===== src/rtl/scr1_imem_ahb_pq_if.sv =====
// Bus bundle for the IMEM fetch queue: core-side request/response signals plus the AHB-Lite
// master signals. The "master" modport is the bridge's view; "slave" is the core+fabric view.
interface scr1_imem_ahb_pq_if #(
   parameter int REQ_DEPTH = 2
) ();
   localparam int CNT_W = $clog2(REQ_DEPTH + 1);

   logic              imem_req;
   logic [31:0]       imem_addr;
   logic              imem_req_ack;
   logic              imem_flush;
   logic [31:0]       imem_rdata;
   logic [1:0]        imem_resp;
   logic [CNT_W-1:0]  req_level;

   logic [3:0]        hprot;
   logic [2:0]        hburst;
   logic [2:0]        hsize;
   logic [1:0]        htrans;
   logic              hmastlock;
   logic [31:0]       haddr;
   logic              hready;
   logic [31:0]       hrdata;
   logic              hresp;

   modport master (
      input  imem_req, imem_addr, imem_flush, hready, hrdata, hresp,
      output imem_req_ack, imem_rdata, imem_resp, req_level,
             hprot, hburst, hsize, htrans, hmastlock, haddr
   );

   modport slave (
      output imem_req, imem_addr, imem_flush, hready, hrdata, hresp,
      input  imem_req_ack, imem_rdata, imem_resp, req_level,
             hprot, hburst, hsize, htrans, hmastlock, haddr
   );
endinterface


===== src/rtl/scr1_imem_ahb_pq.sv =====
// IMEM fetch request queue driving pipelined single-word AHB-Lite NONSEQ reads, with optional
// request bypass, registered or pass-through response, two-cycle ERROR handling and flush.
module scr1_imem_ahb_pq_chk #(
   parameter int REQ_DEPTH = 2,
   parameter int CNT_W     = 2
) (
   input logic             clk,
   input logic             rst_n,
   input logic [CNT_W-1:0] cnt,
   input logic             push,
   input logic             pop,
   input logic             flush
);
   a_cnt_max: assert property (@(posedge clk) disable iff (!rst_n)
      cnt <= CNT_W'(REQ_DEPTH));
   a_no_overflow: assert property (@(posedge clk) disable iff (!rst_n)
      !(push && !pop && !flush && (cnt == CNT_W'(REQ_DEPTH))));
   a_no_underflow: assert property (@(posedge clk) disable iff (!rst_n)
      !(pop && !push && !flush && (cnt == {CNT_W{1'b0}})));
endmodule

module scr1_imem_ahb_pq #(
   parameter int REQ_DEPTH  = 2,
   parameter bit REQ_BYPASS = 1'b0,
   parameter bit RESP_REG   = 1'b1,
   parameter int CNT_W      = $clog2(REQ_DEPTH + 1)
) (
   input logic                clk,
   input logic                rst_n,
   scr1_imem_ahb_pq_if.master bus
);
   localparam int         PTR_W         = (REQ_DEPTH > 1) ? $clog2(REQ_DEPTH) : 1;
   localparam logic [1:0] RESP_NOTRDY   = 2'b00;
   localparam logic [1:0] RESP_RDY_OK   = 2'b01;
   localparam logic [1:0] RESP_RDY_ER   = 2'b10;
   localparam logic [1:0] HTRANS_IDLE   = 2'b00;
   localparam logic [1:0] HTRANS_NONSEQ = 2'b10;
   localparam logic [2:0] HBURST_SINGLE = 3'b000;
   localparam logic [2:0] HSIZE_32      = 3'b010;
   localparam logic       HRESP_ERROR   = 1'b1;

   typedef enum logic {ST_ADDR = 1'b0, ST_DATA = 1'b1} fsm_e;

   fsm_e             fsm_r;
   logic             drop_r;
   logic [CNT_W-1:0] cnt_r;
   logic [PTR_W-1:0] rd_ptr_r;
   logic [PTR_W-1:0] wr_ptr_r;
   logic [31:0]      fifo_r [REQ_DEPTH];

   logic             full_s;
   logic             empty_s;
   logic             req_ack_s;
   logic             bypass_s;
   logic             issue_s;
   logic             accept_s;
   logic             push_s;
   logic             pop_s;
   logic             cmpl_s;
   logic [1:0]       resp_next_s;

   function automatic logic [PTR_W-1:0] ptr_inc(input logic [PTR_W-1:0] p);
      if (p == PTR_W'(REQ_DEPTH - 1)) begin
         ptr_inc = {PTR_W{1'b0}};
      end else begin
         ptr_inc = p + PTR_W'(1);
      end
   endfunction

   // Queue status, bypass qualification, address-phase issue and completion decode.
   always_comb begin
      full_s    = (cnt_r == CNT_W'(REQ_DEPTH));
      empty_s   = (cnt_r == {CNT_W{1'b0}});
      req_ack_s = !full_s && !bus.imem_flush;
      if (REQ_BYPASS && (fsm_r == ST_ADDR) && empty_s && bus.imem_req && !bus.imem_flush) begin
         bypass_s = 1'b1;
      end else begin
         bypass_s = 1'b0;
      end
      case (fsm_r)
         ST_ADDR: issue_s = (!empty_s || bypass_s) && !bus.imem_flush;
         // Pipeline the next address only while the current data phase ends with OKAY.
         ST_DATA: issue_s = bus.hready && (bus.hresp != HRESP_ERROR) && !empty_s && !bus.imem_flush;
         default: issue_s = 1'b0;
      endcase
      accept_s = issue_s && bus.hready;
      pop_s    = accept_s && !empty_s;
      push_s   = bus.imem_req && req_ack_s && !(bypass_s && bus.hready);
      cmpl_s   = (fsm_r == ST_DATA) && bus.hready && !drop_r && !bus.imem_flush;
      if (cmpl_s) begin
         resp_next_s = (bus.hresp == HRESP_ERROR) ? RESP_RDY_ER : RESP_RDY_OK;
      end else begin
         resp_next_s = RESP_NOTRDY;
      end
   end

   // Transfer sequencer: address/data phase tracking and dropping of a flushed data phase.
   always_ff @(posedge clk or negedge rst_n) begin
      if (!rst_n) begin
         fsm_r  <= ST_ADDR;
         drop_r <= 1'b0;
      end else begin
         case (fsm_r)
            ST_ADDR: begin
               if (accept_s) fsm_r <= ST_DATA;
               else          fsm_r <= ST_ADDR;
            end
            ST_DATA: begin
               if (bus.hready) fsm_r <= accept_s ? ST_DATA : ST_ADDR;
               else            fsm_r <= ST_DATA;
            end
            default: fsm_r <= ST_ADDR;
         endcase
         if ((fsm_r == ST_DATA) && bus.hready) begin
            drop_r <= 1'b0;
         end else if ((fsm_r == ST_DATA) && bus.imem_flush) begin
            drop_r <= 1'b1;
         end else begin
            drop_r <= drop_r;
         end
      end
   end

   // Request FIFO storage, pointers and occupancy; flush empties it in one edge.
   always_ff @(posedge clk or negedge rst_n) begin
      if (!rst_n) begin
         cnt_r    <= {CNT_W{1'b0}};
         rd_ptr_r <= {PTR_W{1'b0}};
         wr_ptr_r <= {PTR_W{1'b0}};
         for (int i = 0; i < REQ_DEPTH; i++) begin
            fifo_r[i] <= 32'h0000_0000;
         end
      end else if (bus.imem_flush) begin
         cnt_r    <= {CNT_W{1'b0}};
         rd_ptr_r <= {PTR_W{1'b0}};
         wr_ptr_r <= {PTR_W{1'b0}};
      end else begin
         if (push_s) begin
            fifo_r[wr_ptr_r] <= bus.imem_addr;
            wr_ptr_r         <= ptr_inc(wr_ptr_r);
         end
         if (pop_s) begin
            rd_ptr_r <= ptr_inc(rd_ptr_r);
         end
         case ({push_s, pop_s})
            2'b10:   cnt_r <= cnt_r + CNT_W'(1);
            2'b01:   cnt_r <= cnt_r - CNT_W'(1);
            default: cnt_r <= cnt_r;
         endcase
      end
   end

   generate
      if (RESP_REG) begin : g_resp_reg
         logic [1:0]  resp_r;
         logic [31:0] rdata_r;

         // Response register: valid for exactly one cycle after a reported completion.
         always_ff @(posedge clk or negedge rst_n) begin
            if (!rst_n) begin
               resp_r  <= RESP_NOTRDY;
               rdata_r <= 32'h0000_0000;
            end else begin
               resp_r <= resp_next_s;
               if (cmpl_s) rdata_r <= bus.hrdata;
               else        rdata_r <= rdata_r;
            end
         end

         assign bus.imem_resp  = resp_r;
         assign bus.imem_rdata = rdata_r;
      end else begin : g_resp_comb
         assign bus.imem_resp  = resp_next_s;
         assign bus.imem_rdata = bus.hrdata;
      end
   endgenerate

   assign bus.imem_req_ack = req_ack_s;
   assign bus.req_level    = cnt_r;
   assign bus.hprot        = 4'b0000;
   assign bus.hburst       = HBURST_SINGLE;
   assign bus.hsize        = HSIZE_32;
   assign bus.hmastlock    = 1'b0;
   assign bus.htrans       = issue_s ? HTRANS_NONSEQ : HTRANS_IDLE;
   assign bus.haddr        = bypass_s ? bus.imem_addr : fifo_r[rd_ptr_r];

   scr1_imem_ahb_pq_chk #(
      .REQ_DEPTH (REQ_DEPTH),
      .CNT_W     (CNT_W)
   ) u_chk (
      .clk   (clk),
      .rst_n (rst_n),
      .cnt   (cnt_r),
      .push  (push_s),
      .pop   (pop_s),
      .flush (bus.imem_flush)
   );
endmodule


===== src/flat_wrapper.sv =====
// flat-port wrapper written by rule: the top's interface ports become plain ports
module scr1_imem_ahb_pq_flat 
#(
   parameter int REQ_DEPTH  = 2,
   parameter bit REQ_BYPASS = 1'b0,
   parameter bit RESP_REG   = 1'b1,
   parameter int CNT_W      = $clog2(REQ_DEPTH + 1)
)
  (clk, rst_n, bus_imem_req, bus_imem_addr, bus_imem_flush, bus_hready, bus_hrdata, bus_hresp, bus_imem_req_ack, bus_imem_rdata, bus_imem_resp, bus_req_level, bus_hprot, bus_hburst, bus_hsize, bus_htrans, bus_hmastlock, bus_haddr);
  scr1_imem_ahb_pq_if #(.REQ_DEPTH(REQ_DEPTH)) bus_i ();
  input logic clk;
  input logic rst_n;
  input wire logic [$bits(bus_i.imem_req)-1:0] bus_imem_req;
  input wire logic [$bits(bus_i.imem_addr)-1:0] bus_imem_addr;
  input wire logic [$bits(bus_i.imem_flush)-1:0] bus_imem_flush;
  input wire logic [$bits(bus_i.hready)-1:0] bus_hready;
  input wire logic [$bits(bus_i.hrdata)-1:0] bus_hrdata;
  input wire logic [$bits(bus_i.hresp)-1:0] bus_hresp;
  output wire logic [$bits(bus_i.imem_req_ack)-1:0] bus_imem_req_ack;
  output wire logic [$bits(bus_i.imem_rdata)-1:0] bus_imem_rdata;
  output wire logic [$bits(bus_i.imem_resp)-1:0] bus_imem_resp;
  output wire logic [$bits(bus_i.req_level)-1:0] bus_req_level;
  output wire logic [$bits(bus_i.hprot)-1:0] bus_hprot;
  output wire logic [$bits(bus_i.hburst)-1:0] bus_hburst;
  output wire logic [$bits(bus_i.hsize)-1:0] bus_hsize;
  output wire logic [$bits(bus_i.htrans)-1:0] bus_htrans;
  output wire logic [$bits(bus_i.hmastlock)-1:0] bus_hmastlock;
  output wire logic [$bits(bus_i.haddr)-1:0] bus_haddr;
  assign bus_i.imem_req = bus_imem_req;
  assign bus_i.imem_addr = bus_imem_addr;
  assign bus_i.imem_flush = bus_imem_flush;
  assign bus_i.hready = bus_hready;
  assign bus_i.hrdata = bus_hrdata;
  assign bus_i.hresp = bus_hresp;
  assign bus_imem_req_ack = bus_i.imem_req_ack;
  assign bus_imem_rdata = bus_i.imem_rdata;
  assign bus_imem_resp = bus_i.imem_resp;
  assign bus_req_level = bus_i.req_level;
  assign bus_hprot = bus_i.hprot;
  assign bus_hburst = bus_i.hburst;
  assign bus_hsize = bus_i.hsize;
  assign bus_htrans = bus_i.htrans;
  assign bus_hmastlock = bus_i.hmastlock;
  assign bus_haddr = bus_i.haddr;
  scr1_imem_ahb_pq #(.REQ_DEPTH(REQ_DEPTH), .REQ_BYPASS(REQ_BYPASS), .RESP_REG(RESP_REG), .CNT_W(CNT_W)) u_core (.clk(clk), .rst_n(rst_n), .bus(bus_i));
endmodule

===== config.mk =====
export PLATFORM = sky130hd
export DESIGN_NAME = scr1_imem_ahb_pq_flat
export DESIGN_NICKNAME = d
export VERILOG_FILES = /design/src/rtl/scr1_imem_ahb_pq_if.sv /design/src/rtl/scr1_imem_ahb_pq.sv /design/src/flat_wrapper.sv
export SDC_FILE = /design/constraint.sdc
export NUM_CORES = 1
export LEC_CHECK = 0
export CAP_MARGIN = 20
export CORE_MARGIN = 4
export CORE_UTILIZATION = 30
export CTS_CLUSTER_DIAMETER = 200
export DETAILED_ROUTE_END_ITERATION = 8
export DONT_BUFFER_PORTS = 1
export SLEW_MARGIN = 0
export SYNTH_ARGS = -nofsm -noshare
export SYNTH_HDL_FRONTEND = slang
export SYNTH_HIERARCHICAL = 1
export SYNTH_SLANG_ARGS = --single-unit

===== constraint.sdc =====
create_clock -name clk -period 3.8 [get_ports clk]
set_input_delay 0.38 -clock clk [delete_from_list [all_inputs] [get_ports clk]]
set_output_delay 0.38 -clock clk [all_outputs]
set_load 0.01 [all_outputs]

==> flow_summary.toml <==
[status]
outcome = "finished clean"

[power_and_ir_drop]
ir_drop_v = 0.0001886
powerDensity_nw_per_um2 = 650.7
p_leak_nw = 2.207

[final_layout]
antenna_cells = 0
utilization = 0.3372
final_cells = 480
finalNetCount = 364
syn2layout_area_growth_pct = 8.604
drive_gt1_frac = 0.5034

[setup_path]
cp_top_family = "flip-flops"
critical-path-max-stage-delay_ns = 1.04
crit_type = "reg2out"
crit_chain = "buf_4 -> mux2_2"
cp.arrival_ns = 2.13
critPathMaxFanout = 23
critPathSlowestCell = "dfrtp_1"
critPathLaunchType = "flip-flop"
worstSetupEndpointType = "output port"
cp.required_ns = 3.42
worst-path-buf-inv = 1

[timing]
fin_crit_sh = 0.6610
rsz0062_at_grt = "no"
worst_slack_ns = 1.288
finalSetupViolCount = 0
report.final.slew_viol_count = 0
fin_tns_setup_ns = 0
max_slew.worst_pin.slew_ns = 1.055
skew_ns = 0.004756
max_freq_mhz = 398.1
max-slew-margin-rel = 0.2970
finalCriticalPeriod_ns = 2.512
fin_hold_ws_ns = 0.1030
finalHoldViolations = 0

[place]
port_buffers = 0
gp_congestion = 0.6740
dpl_worst_slack_ns = 1.549
hpwlAfterDp_mm = 6.049
dp.cells = 465

[floorplanning]
dieArea_sq_um = 17310
start_util = 0.3105
rows = 44
pin_count = 152
core_area_sq_um = 14750
die_w_um = 131.6
die_h_um = 131.6

[yosys]
synth_top_area_share = 0.5682
netlist_top_cells_count = "dfrtp_1, mux2_2, mux2_4"
ys_types = 32
synth_edf_count = 0
synth_top_flop_cell = "dfrtp_1"
yosys_register_bits = 104
yosysMostFrequentCell = "dfrtp_1"
synthTopCellsByArea = "dfrtp_1, mux2_2, mux2_4, buf_4, buf_12"
ys_seq_area_frac = 0.5682
synth-async-reset-ratio = 1.000
postSynthAreaPerCell_sq_um = 15.53
yosysTopAreaCell = "dfrtp_1"
syn_area_sq_um = 4581
yosysWarnings = 6
synth_cells = 295

[global_routing]
grt_first_pass_wirelength_mm = 14.23
antenna_found_initial = 0
grt_pass1_vias = 2536
grt.total_usage = 0.1039
grt_max_degree = 105
grt_remaining_overflow = 0

[routing]
via_count = 2304
remaining_drc_errors = 0
drt-initial-drc-count = 106
wl_per_cell_um = 18.55
vias_per_cell = 4.800
ant_nets = 0
wl_mm = 8.905
firstDrtPassIters = 4

[clock_tree]
clock_sinks = 104
cts_resized = 0
numCtsBuffers = 9
insertion_delay_ns = 0.34
clk_path_buf_depth = 2
cts_tree = "done"
htree_levels = 3
cts_root_buf = "clkbuf_16"
clkTransAtPathRegs_ns = 0.06

[hold_path]
hp-class = "in2reg"

[job]
drv_cap = 0
through the flow:
| step | area (sq um) | power [mW] |
|---|---|---|
| 2_1_floorplan | 4618 | 2.270 |
| 3_3_place_gp | 4676 | 2.370 |
| 3_5_place_dp | 4676 | 2.415 |
| 4_1_cts | 4975 | 3.309 |
| 5_1_grt | 4975 | 3.440 |
| 6_report | 4975 | 3.237 |
registers in the layout, summed over array words and instances, names as in the netlist, named ones only:
| register | count |
|---|---|
| u_core/fifo_r | 64 |
| u_core/bus.imem_rdata | 32 |
| u_core/bus.imem_resp | 2 |
| u_core/bus.req_level | 2 |
| u_core/drop_r | 1 |
| u_core/rd_ptr_r | 1 |
| u_core/wr_ptr_r | 1 |
cells in the final DEF (no fill, tap or decap), types with 2 or more instances in the layout:
master	netlist	routed
mux2_1	2	2
mux2_4	30	30
clkbuf_8	0	2
a21oi_1	6	6
nor2_1	2	2
buf_4	13	4
or3_1	2	2
nand2_1	3	3
conb_1	2	12
o21ai_0	3	3
mux2_2	96	96
clkbuf_16	0	9
dfrtp_1	104	104
layout make-up:
type	instances	area, sq um
fill	1406	9779
sequential	104	2603
multi-input combinational	171	1805
clock buffer	12	256.5
tap	184	230.2
timing repair buffer	6	67.56
inverter	2	7.507
clock inverter	1	5.005
routing by layer:
metal	vias to the layer above	track usage	share of wire
met1	1208	0.1241	0.40
met4	0	0.03326	0.013
met2	80	0.1702	0.51
li1	1007	-	-
met3	9	0.04434	0.076
met5	-	0	0
kinds of logic (layout without fill, tap and decap cells):
family | after synthesis | after routing | synth area share
multiplexers | 128 | 128 | 0.3393
AND/OR/NAND/NOR | 17 | 17 | 0.02377
buffers and inverters | 30 | 21 | 0.04917
other | 2 | 12 | 0.001640
AO/OA/AOI/OAI | 14 | 14 | 0.01803
flip-flops | 104 | 104 | 0.5682
final timing paths:
check	depth (start not counted)	slack, ns	from	end
worst max register to register	4	1.59	u_core/bus.req_level[1]	u_core/fifo_r[1]
worst min-delay path	1	0.10	bus_imem_flush	u_core/rd_ptr_r
worst max-delay path	2	1.29	u_core/rd_ptr_r	bus_haddr[23]
min in group asynchronous	2	0.61	rst_n	u_core/bus.imem_rdata[9]
max in group asynchronous	2	2.74	rst_n	u_core/fifo_r[19]
worst min register to register	1	0.49	u_core/fifo_r[34]	u_core/fifo_r[34]
power by group:
| part | switching [mW] | internal [mW] |
|---|---|---|
| registers | 0.301 | 1.46 |
| clock network | 0.369 | 0.468 |
| logic | 0.239 | 0.402 |
repair_timing:
action	in CTS	in global routing
buffers inserted	0	0
hold buffers	2	0
endpoints found under the hold margin	104	0
No activity file was read; power rests on OpenSTA's default activity.
